`config.mk`:
```
export PLATFORM = sky130hd
export DESIGN_NAME = pmod_enc_bank
export DESIGN_NICKNAME = d
export VERILOG_FILES = /design/src/rtl/enc_pkg.sv /design/src/rtl/enc_channel.sv /design/src/rtl/pmod_enc_bank.sv
export SDC_FILE = /design/constraint.sdc
export NUM_CORES = 1
export LEC_CHECK = 0
export BUFFER_PORTS_ARGS = -buffer_cell sky130_fd_sc_hd__clkbuf_2
export CAP_MARGIN = 40
export CORE_MARGIN = 3
export CORE_UTILIZATION = 43
export DETAILED_ROUTE_END_ITERATION = 8
export GPL_TIMING_DRIVEN = 0
export HOLD_SLACK_MARGIN = 0.15
export MAX_ROUTING_LAYER = met4
export PLACE_DENSITY = 0.63
export SLEW_MARGIN = 10
export SYNTH_ARGS = -nofsm -noshare
export SYNTH_HDL_FRONTEND = slang
export SYNTH_SLANG_ARGS = --single-unit
```
`constraint.sdc`:
```
create_clock -name clk -period 8.9 [get_ports clk]
set_input_delay 1.78 -clock clk [delete_from_list [all_inputs] [get_ports clk]]
set_output_delay 1.78 -clock clk [all_outputs]
set_load 0.03 [all_outputs]
```
`src/rtl/enc_pkg.sv`:
```
// Shared constants for the Pmod ENC encoder bank: step direction, counter mode,
// debounced-pin indices and the default bounds for the 160x120 cursor/colour knobs.
package enc_pkg;
    localparam logic DIR_INC   = 1'b0;
    localparam logic DIR_DEC   = 1'b1;
    localparam logic MODE_SAT  = 1'b0;
    localparam logic MODE_WRAP = 1'b1;

    localparam int P_A   = 0;
    localparam int P_B   = 1;
    localparam int P_BTN = 2;
    localparam int P_SWT = 3;

    // Channel 0 is cursor x (159), channel 1 cursor y (119), channel 2 colour (255).
    localparam int          SCR_CH  = 3;
    localparam logic [23:0] SCR_MAX = {8'd255, 8'd119, 8'd159};
endpackage

```
`src/rtl/enc_channel.sv`:
```
// One encoder channel: synchronise and debounce A/B/BTN/SWT, decode one step per
// A rising edge, and keep a bounded wrapping or saturating position counter.
module enc_channel
    import enc_pkg::*;
#(
    parameter int               WIDTH      = 8,
    parameter logic [WIDTH-1:0] MAX        = 8'd159,
    parameter logic [WIDTH-1:0] INIT       = '0,
    parameter logic             WRAP       = MODE_SAT,
    parameter int               DEB_CYCLES = 5000,
    parameter int               FAST_STEP  = 8
) (
    input  logic             clk,
    input  logic             rst,
    input  logic             a,
    input  logic             b,
    input  logic             btn,
    input  logic             swt,
    output logic [WIDTH-1:0] pos,
    output logic             changed,
    output logic             btn_evt
);
    localparam int CW = (DEB_CYCLES > 1) ? $clog2(DEB_CYCLES) : 1;
    localparam logic [CW-1:0]  CNT_LAST = CW'(DEB_CYCLES - 1);
    localparam logic [WIDTH:0] M_EXT    = {1'b0, MAX};
    localparam logic [WIDTH:0] MOD      = {1'b0, MAX} + (WIDTH+1)'(1);

    logic [3:0]         sync1, sync2, deb;
    logic [3:0][CW-1:0] cnt;
    logic               a_q, btn_q;
    logic               a_rise, btn_rise;
    logic [WIDTH:0]     p, s, sum, step_val;
    logic [WIDTH-1:0]   nxt;

    always_ff @(posedge clk or posedge rst) begin
        if (rst) begin
            sync1 <= '0;
            sync2 <= '0;
        end else begin
            sync1 <= {swt, btn, b, a};
            sync2 <= sync1;
        end
    end

    // Debounced value only moves after DEB_CYCLES consecutive disagreeing samples.
    always_ff @(posedge clk or posedge rst) begin
        if (rst) begin
            cnt <= '0;
            deb <= '0;
        end else begin
            for (int i = 0; i < 4; i++) begin
                if (sync2[i] == deb[i]) begin
                    cnt[i] <= '0;
                end else if (cnt[i] == CNT_LAST) begin
                    deb[i] <= sync2[i];
                    cnt[i] <= '0;
                end else begin
                    cnt[i] <= cnt[i] + 1'b1;
                end
            end
        end
    end

    assign a_rise   = deb[P_A] & ~a_q;
    assign btn_rise = deb[P_BTN] & ~btn_q;

    always_comb begin
        p        = {1'b0, pos};
        s        = deb[P_SWT] ? (WIDTH+1)'(FAST_STEP) : (WIDTH+1)'(1);
        sum      = p + s;
        step_val = p;
        case (deb[P_B])
            DIR_INC: begin
                if (sum > M_EXT) step_val = (WRAP == MODE_WRAP) ? sum - MOD : M_EXT;
                else             step_val = sum;
            end
            DIR_DEC: begin
                if (p < s) step_val = (WRAP == MODE_SAT) ? '0 : p + MOD - s;
                else       step_val = p - s;
            end
            default: step_val = p;
        endcase
        nxt = pos;
        if (btn_rise)    nxt = INIT;
        else if (a_rise) nxt = step_val[WIDTH-1:0];
    end

    always_ff @(posedge clk or posedge rst) begin
        if (rst) begin
            a_q     <= 1'b0;
            btn_q   <= 1'b0;
            pos     <= INIT;
            changed <= 1'b0;
            btn_evt <= 1'b0;
        end else begin
            a_q     <= deb[P_A];
            btn_q   <= deb[P_BTN];
            pos     <= nxt;
            changed <= (nxt != pos);
            btn_evt <= btn_rise;
        end
    end
endmodule

```
`src/rtl/pmod_enc_bank.sv`:
```
// Bank of independent Pmod ENC channels; slices the packed per-channel
// parameters and ports into one enc_channel instance each.
module pmod_enc_bank
    import enc_pkg::*;
#(
    parameter int                      NUM_CH     = SCR_CH,
    parameter int                      WIDTH      = 8,
    parameter logic [NUM_CH*WIDTH-1:0] MAX_VAL    = SCR_MAX,
    parameter logic [NUM_CH*WIDTH-1:0] INIT_VAL   = '0,
    parameter logic [NUM_CH-1:0]       WRAP_MASK  = 3'b100,
    parameter int                      DEB_CYCLES = 5000,
    parameter int                      FAST_STEP  = 8
) (
    input  logic                      clk,
    input  logic                      rst,
    input  logic [NUM_CH-1:0]         enc_a,
    input  logic [NUM_CH-1:0]         enc_b,
    input  logic [NUM_CH-1:0]         enc_btn,
    input  logic [NUM_CH-1:0]         enc_swt,
    output logic [NUM_CH*WIDTH-1:0]   pos,
    output logic [NUM_CH-1:0]         changed,
    output logic [NUM_CH-1:0]         btn_evt
);
    for (genvar ch = 0; ch < NUM_CH; ch++) begin : g_ch
        enc_channel #(
            .WIDTH      (WIDTH),
            .MAX        (MAX_VAL[ch*WIDTH +: WIDTH]),
            .INIT       (INIT_VAL[ch*WIDTH +: WIDTH]),
            .WRAP       (WRAP_MASK[ch]),
            .DEB_CYCLES (DEB_CYCLES),
            .FAST_STEP  (FAST_STEP)
        ) u_ch (
            .clk     (clk),
            .rst     (rst),
            .a       (enc_a[ch]),
            .b       (enc_b[ch]),
            .btn     (enc_btn[ch]),
            .swt     (enc_swt[ch]),
            .pos     (pos[ch*WIDTH +: WIDTH]),
            .changed (changed[ch]),
            .btn_evt (btn_evt[ch])
        );
    end
endmodule

```
# Word-level counts from Yosys, hierarchy flattened

Cells that the tools add are included.

Add/subtract/negate cells: 21
Order comparisons: 6
Equal/unequal tests: 27
Mux-type cells: 42
Bitwise gates (word level): 27
Reduce and logical (&&, ||, !) cells: 12

Operators with widths:

| operator                | count |
|---|---|
| $mux W13                | 24 |
| $add A13 B1 Y13 const B | 12 |
| $eq A13 B13 Y1 const B  | 12 |
| $mux W8                 | 12 |
| $pmux W8 S2             | 3 |
| $sub A8 B8 Y8           | 4 |
| $add A8 B4 Y9           | 3 |
| $lt A8 B9 Y1            | 3 |
| $ne A8 B8 Y1            | 3 |
| $reduce_and A2 Y1       | 12 |
| $not A1 Y1              | 21 |
| $gt A9 B8 Y1 const B    | 2 |
| $eq A1 B1 Y1            | 12 |
| $mux W4                 | 3 |
| $gt A9 B7 Y1 const B    | 1 |
| $add A8 B1 Y8 const B   | 1 |
| $sub A8 B1 Y8 const B   | 1 |
| $and A1 B1 Y1           | 6 |

Bits in registers: 228
Input bits: 14
Word-level logic and storage cells: 180

# Longest topological paths before layout

Word-level depth: 8
Depth in mapped cells: 11
Depth with buffers taken out: 10

# Modules after synthesis

From an unflattened synthesis, not the netlist that was laid out.

Cell total of the unflattened synthesis: 1215
Area total of the unflattened synthesis: 11698.7 µm²

By module, submodules not included:

| module                      | times used | cells an instance | area an instance (µm²) | sequential area each (µm²) |
|---|---|---|---|---|
| enc_channel at g_ch[0].u_ch | 1          | 437               | 4088.9                 | 1901.8 |
| enc_channel at g_ch[1].u_ch | 1          | 425               | 4045.1                 | 1901.8 |
| enc_channel at g_ch[2].u_ch | 1          | 353               | 3564.7                 | 1901.8 |

# Worst setup path after synthesis

Ideal clock, no wire load.

Path kind: register to register
Start point: register g_ch[1].u_ch.pos[0]
End point: register g_ch[1].u_ch.changed
Library setup time: 0.136 ns
Arrival time: 2.667 ns
Slack: 6.097 ns
Cell stages (with the launch flop): 11
Cells stage by stage: dfrtp_1 > clkbuf_1 > inv_1 > ha_1 > nor3b_2 > o211a_1 > o2111ai_2 > o211ai_1 > or4b_1 > a2111oi_2 > nand2_1

Cells in the longest elaborated chain, start to end: 7

RTL lines:

| element                | RTL line          | text |
|---|---|---|
| start, declared        | enc_channel.sv:19 | `output logic [WIDTH-1:0] pos,` |
| start signal, assigned | enc_channel.sv:98 | `pos <= nxt;` |
| $add A8 B4 Y9          | enc_channel.sv:70 | `sum = p + s;` |
| $gt A9 B7 Y1           | enc_channel.sv:74 | `if (sum > M_EXT) step_val = (WRAP == MODE_WRAP) ? sum - MOD : M_EXT;` |
| $mux W8                | enc_channel.sv:74 |  |
| $pmux W8 S2            | enc_channel.sv:72 | `case (deb[P_B])` |
| $mux W8                | enc_channel.sv:85 | `else if (a_rise) nxt = step_val[WIDTH-1:0];` |
| $mux W8                | enc_channel.sv:84 | `if (btn_rise) nxt = INIT;` |
| $ne A8 B8 Y1 *         | enc_channel.sv:99 | `changed <= (nxt != pos);` |
| end signal, assigned   | enc_channel.sv:99 |  |
| end, declared          | enc_channel.sv:20 | `output logic changed,` |

Every way passes the cells marked *; elsewhere a longest branch is shown, timed or not.
A chain may end at the register's enable or synchronous reset.

# Worst setup path in the final report

Start point: register g_ch[0].u_ch.pos[1]
End point: output pos[1]

RTL lines:

| element                | RTL line            | text |
|---|---|---|
| start, declared        | enc_channel.sv:19   |  |
| start signal, assigned | enc_channel.sv:98   |  |
| end, declared          | pmod_enc_bank.sv:20 | `output logic [NUM_CH*WIDTH-1:0] pos,` |

No word-level cell between the ends.

==> impl_results.md <==
- Asr flop ratio synth: 100%
- Int Power: 1.75 mW
- Synth Flop Type: dfrtp_1
- Clock buffer depth: 3
- Req. time, crit path: 7.12 ns
- Initial antenna violation count: 0
- Core ar.: 26400 sq um
- Worst Slack Setup Final: 5.78 ns
- Worst Path Arrival: 1.34 ns
- Largest cells by area after synthesis: dfrtp_1, nor2_1, xor2_1
- DR DRC count: 0
- CP max stage cell: dfrtp_1
- Vias after detailed routing: 8713
- P&R area growth vs syn: 13.5%
- Largest net degree at the start of global routing: 105
- Comb power frac: 2.8%
- Static leakage: 5.94 nW
- Count of pins over their slew limit: 0
- Crit path kind: register to output port
- Final period utilization: 35.0%
- Final setup vio count: 0
- Final Power: 2.21 mW
- Clock Sinks: 228
- Root Driver: clkbuf_16
- Area post-placement: 12400 sq um
- Number of diodes: 0
- Post-synth EDFFs: 0
- Number of CTS-inserted buffers: 25
- Least-Margin Pin Slew: 0.698 ns
- Top Ports: 44
- IR drop worst, VDD: 0.154 mV
- CTS tree: yes
- WP depth: 1
- Max-cap viol count: 0
- DP Wirelength: 15600 um
- RSZ-0062 raised after global routing: false
- Synth Warn #: 0
- Final nets: 1316
- Post-Syn Instances: 1200
- Post-CTS setup buffers: 0
- Yosys reg bits: 228
- Design Area, Final: 13200 sq um
- Die W: 171 um
- Netlist cell types: 82
- Run status: complete, no violations
- Vias in the first global route: 8413
- Post-Syn Area per Cell: 9.72 sq um
- Switching Fraction: 21.0%
- Top cell type's share of synthesized area: 48.9%
- CP startpoint kind: register
- Power Dens Cells: 167 nW/um^2
- Mapped Nets: 1244
- Multi-input gate area: 5580 sq um
- First-pass detailed-route iteration total: 8
- CP max FO: 10
- Sequential area share after synthesis: 48.9%
- Fillers: 2430
- Die area: 29100 sq um
- Clock power share: 48.9%
- Setup crit end kind: output port
- Reg area: 5710 sq um
- Worst path cell trace: clkbuf_2
- Worst rel slew slack: 53.1%
- Max stage delay on crit path: 0.54 ns
- Achievable frequency: 321 MHz
- Clock Skews: 0.0113 ns
- IO Port Bufs: 43
- Starting Density: 44.3%
- Via density: 5.37
- Hold Path Depth: 0
- First-pass GRT wire length: 39900 um
- Sequential power share: 48.3%
- Iter 0 DRT Violations: 699
- Post-Route WL: 22800 um
- Critical path's top delay family: flip-flops
- Setup slack at placement: 5.84 ns
- ANT nets after route: 0
- Total GRT Usage: 16.4%
- Post-CTS sizing: 0
- Grt ovf: 0
- Largest area contributor in the netlist: dfrtp_1
- Register-to-Register Path Depth: 10
- Type of the worst min-delay path: register to register
- Clk pin slew, worst setup/hold paths: 0.07 ns
- Switch Pwr: 0.466 mW
- Min cycle time layout: 3.12 ns
- Buf+Inv Stages, Crit Path: 1
- Post-CTS Hold Buffers: 0
- Fin. Hold Viols: 0
- Die span in y: 171 um
- Final GP Congestion: 0.916
- Post-Syn Area: 11700 sq um
- H-tree depth: 1
- Clk Latency, worst-skew pair: 0.51 ns
- WL per Instance: 14.1 um
- Hold slack final: 0.341 ns
- Row Count: 59
- Fraction of layout cells with a size suffix above 1: 11.4%
registers in the layout (all words and copies together), names as in the netlist:
signal	cells
g_ch.u_ch.cnt	156
g_ch.u_ch.a_q	3
g_ch.u_ch.changed	3
g_ch.u_ch.pos	24
g_ch.u_ch.sync2	12
g_ch.u_ch.btn_q	3
g_ch.u_ch.sync1	12
g_ch.u_ch.deb	12
g_ch.u_ch.btn_evt	3
cell type report:
cell class,instances,share of cell area (%)
Sequential cell,228,43.1
Multi-Input combinational cell,897,42.1
Clock buffer,32,5.30
Tap cell,335,3.16
Buffer,49,2.17
Timing Repair Buffer,45,2.04
Clock inverter,12,1.37
Inverter,26,0.793
cells by family (layout without fill, tap and decap cells):
kind of cell             after synthesis  after routing  share of synthesized area [%]
AO/OA/AOI/OAI                        160            160                           9.55
adder cells (fa/ha/maj)               30             30                           3.22
flip-flops                           228            228                           48.9
buffers and inverters                 75            164                           3.30
AND/OR/NAND/NOR                      543            543                           22.4
multiplexers                          14             14                           1.33
XOR/XNOR                             150            150                           11.3
synthesized netlist by cell type, types with 3 or more instances:
library cell and number:
a2111oi_0 3, a211oi_1 9, a21oi_1 39, a311oi_1 3, a31oi_1 13, and2_1 6
and3_1 28, buf_2 9, buf_4 8, buf_6 5, clkbuf_1 24, dfrtp_1 228
ha_1 30, inv_1 24, mux2_2 12, nand2_1 96, nand2b_1 8, nand3_1 72
nand3b_1 3, nand4_1 22, nand4b_1 11, nor2_1 213, nor2b_1 9, nor3_1 27
nor4_1 6, nor4b_1 11, o211ai_1 5, o21a_1 3, o21ai_0 30, o22ai_1 6
o31ai_1 6, or2_2 3, or3_1 12, xnor2_1 63, xor2_1 87
metal layers:
layer | routed length [um] | vias up | share of wire, % | global-route usage (%)
met5 | 0 | - | 0 | -
met4 | 507 | 0 | 2.2 | 5.11
met3 | 1240 | 47 | 5.4 | 2.54
met2 | 10100 | 228 | 44 | 25.1
met1 | 11000 | 4123 | 48 | 22.7
li1 | - | 4315 | - | -
cells in the final DEF, fill, tap and decap left out, types with 22 or more instances in the layout:
master / count
a21oi_1: 39
and3_1: 28
clkbuf_1: 26
clkbuf_16: 25
clkbuf_2: 43
dfrtp_1: 228
ha_1: 30
inv_1: 23
nand2_1: 96
nand3_1: 72
nand4_1: 22
nor2_1: 213
nor3_1: 27
o21ai_0: 30
xnor2_1: 63
xor2_1: 87
worst paths after layout:
check | start | endpoint | slack [ns]
worst max-delay path | g_ch[0].u_ch.pos[1] | pos[1] | 5.78
worst min-delay path | g_ch[1].u_ch.sync1[2] | g_ch[1].u_ch.sync2[2] | 0.34
worst max register to register | g_ch[1].u_ch.deb[3] | g_ch[1].u_ch.changed | 5.83
worst min register to register | g_ch[1].u_ch.sync1[2] | g_ch[1].u_ch.sync2[2] | 0.34
max in group asynchronous | rst | g_ch[0].u_ch.pos[7] | 6.46
min in group asynchronous | rst | g_ch[2].u_ch.sync2[1] | 1.25
per-stage QoR:
stage	utilization (%)	std cells	TNS (ns)
3_3_place_gp	46.7	1578	-354.31
3_5_place_dp	46.9	1580	0
4_1_cts	50.3	1624	0
2_1_floorplan	-	1200	0
6_report	50.3	1624	0
5_1_grt	50.3	1624	0
power by group through the flow:
stage                     clock network, mW  registers [mW]  logic (mW)
after floorplan                           0            1.09      0.0448
after global placement                    0            1.09      0.0604
after detailed placement                  0            1.09      0.0645
after CTS                              1.12            1.07      0.0653
after global routing                   1.17            1.07      0.0747
final                                  1.08            1.07      0.0621
No activity file was read; power rests on OpenSTA's default activity.
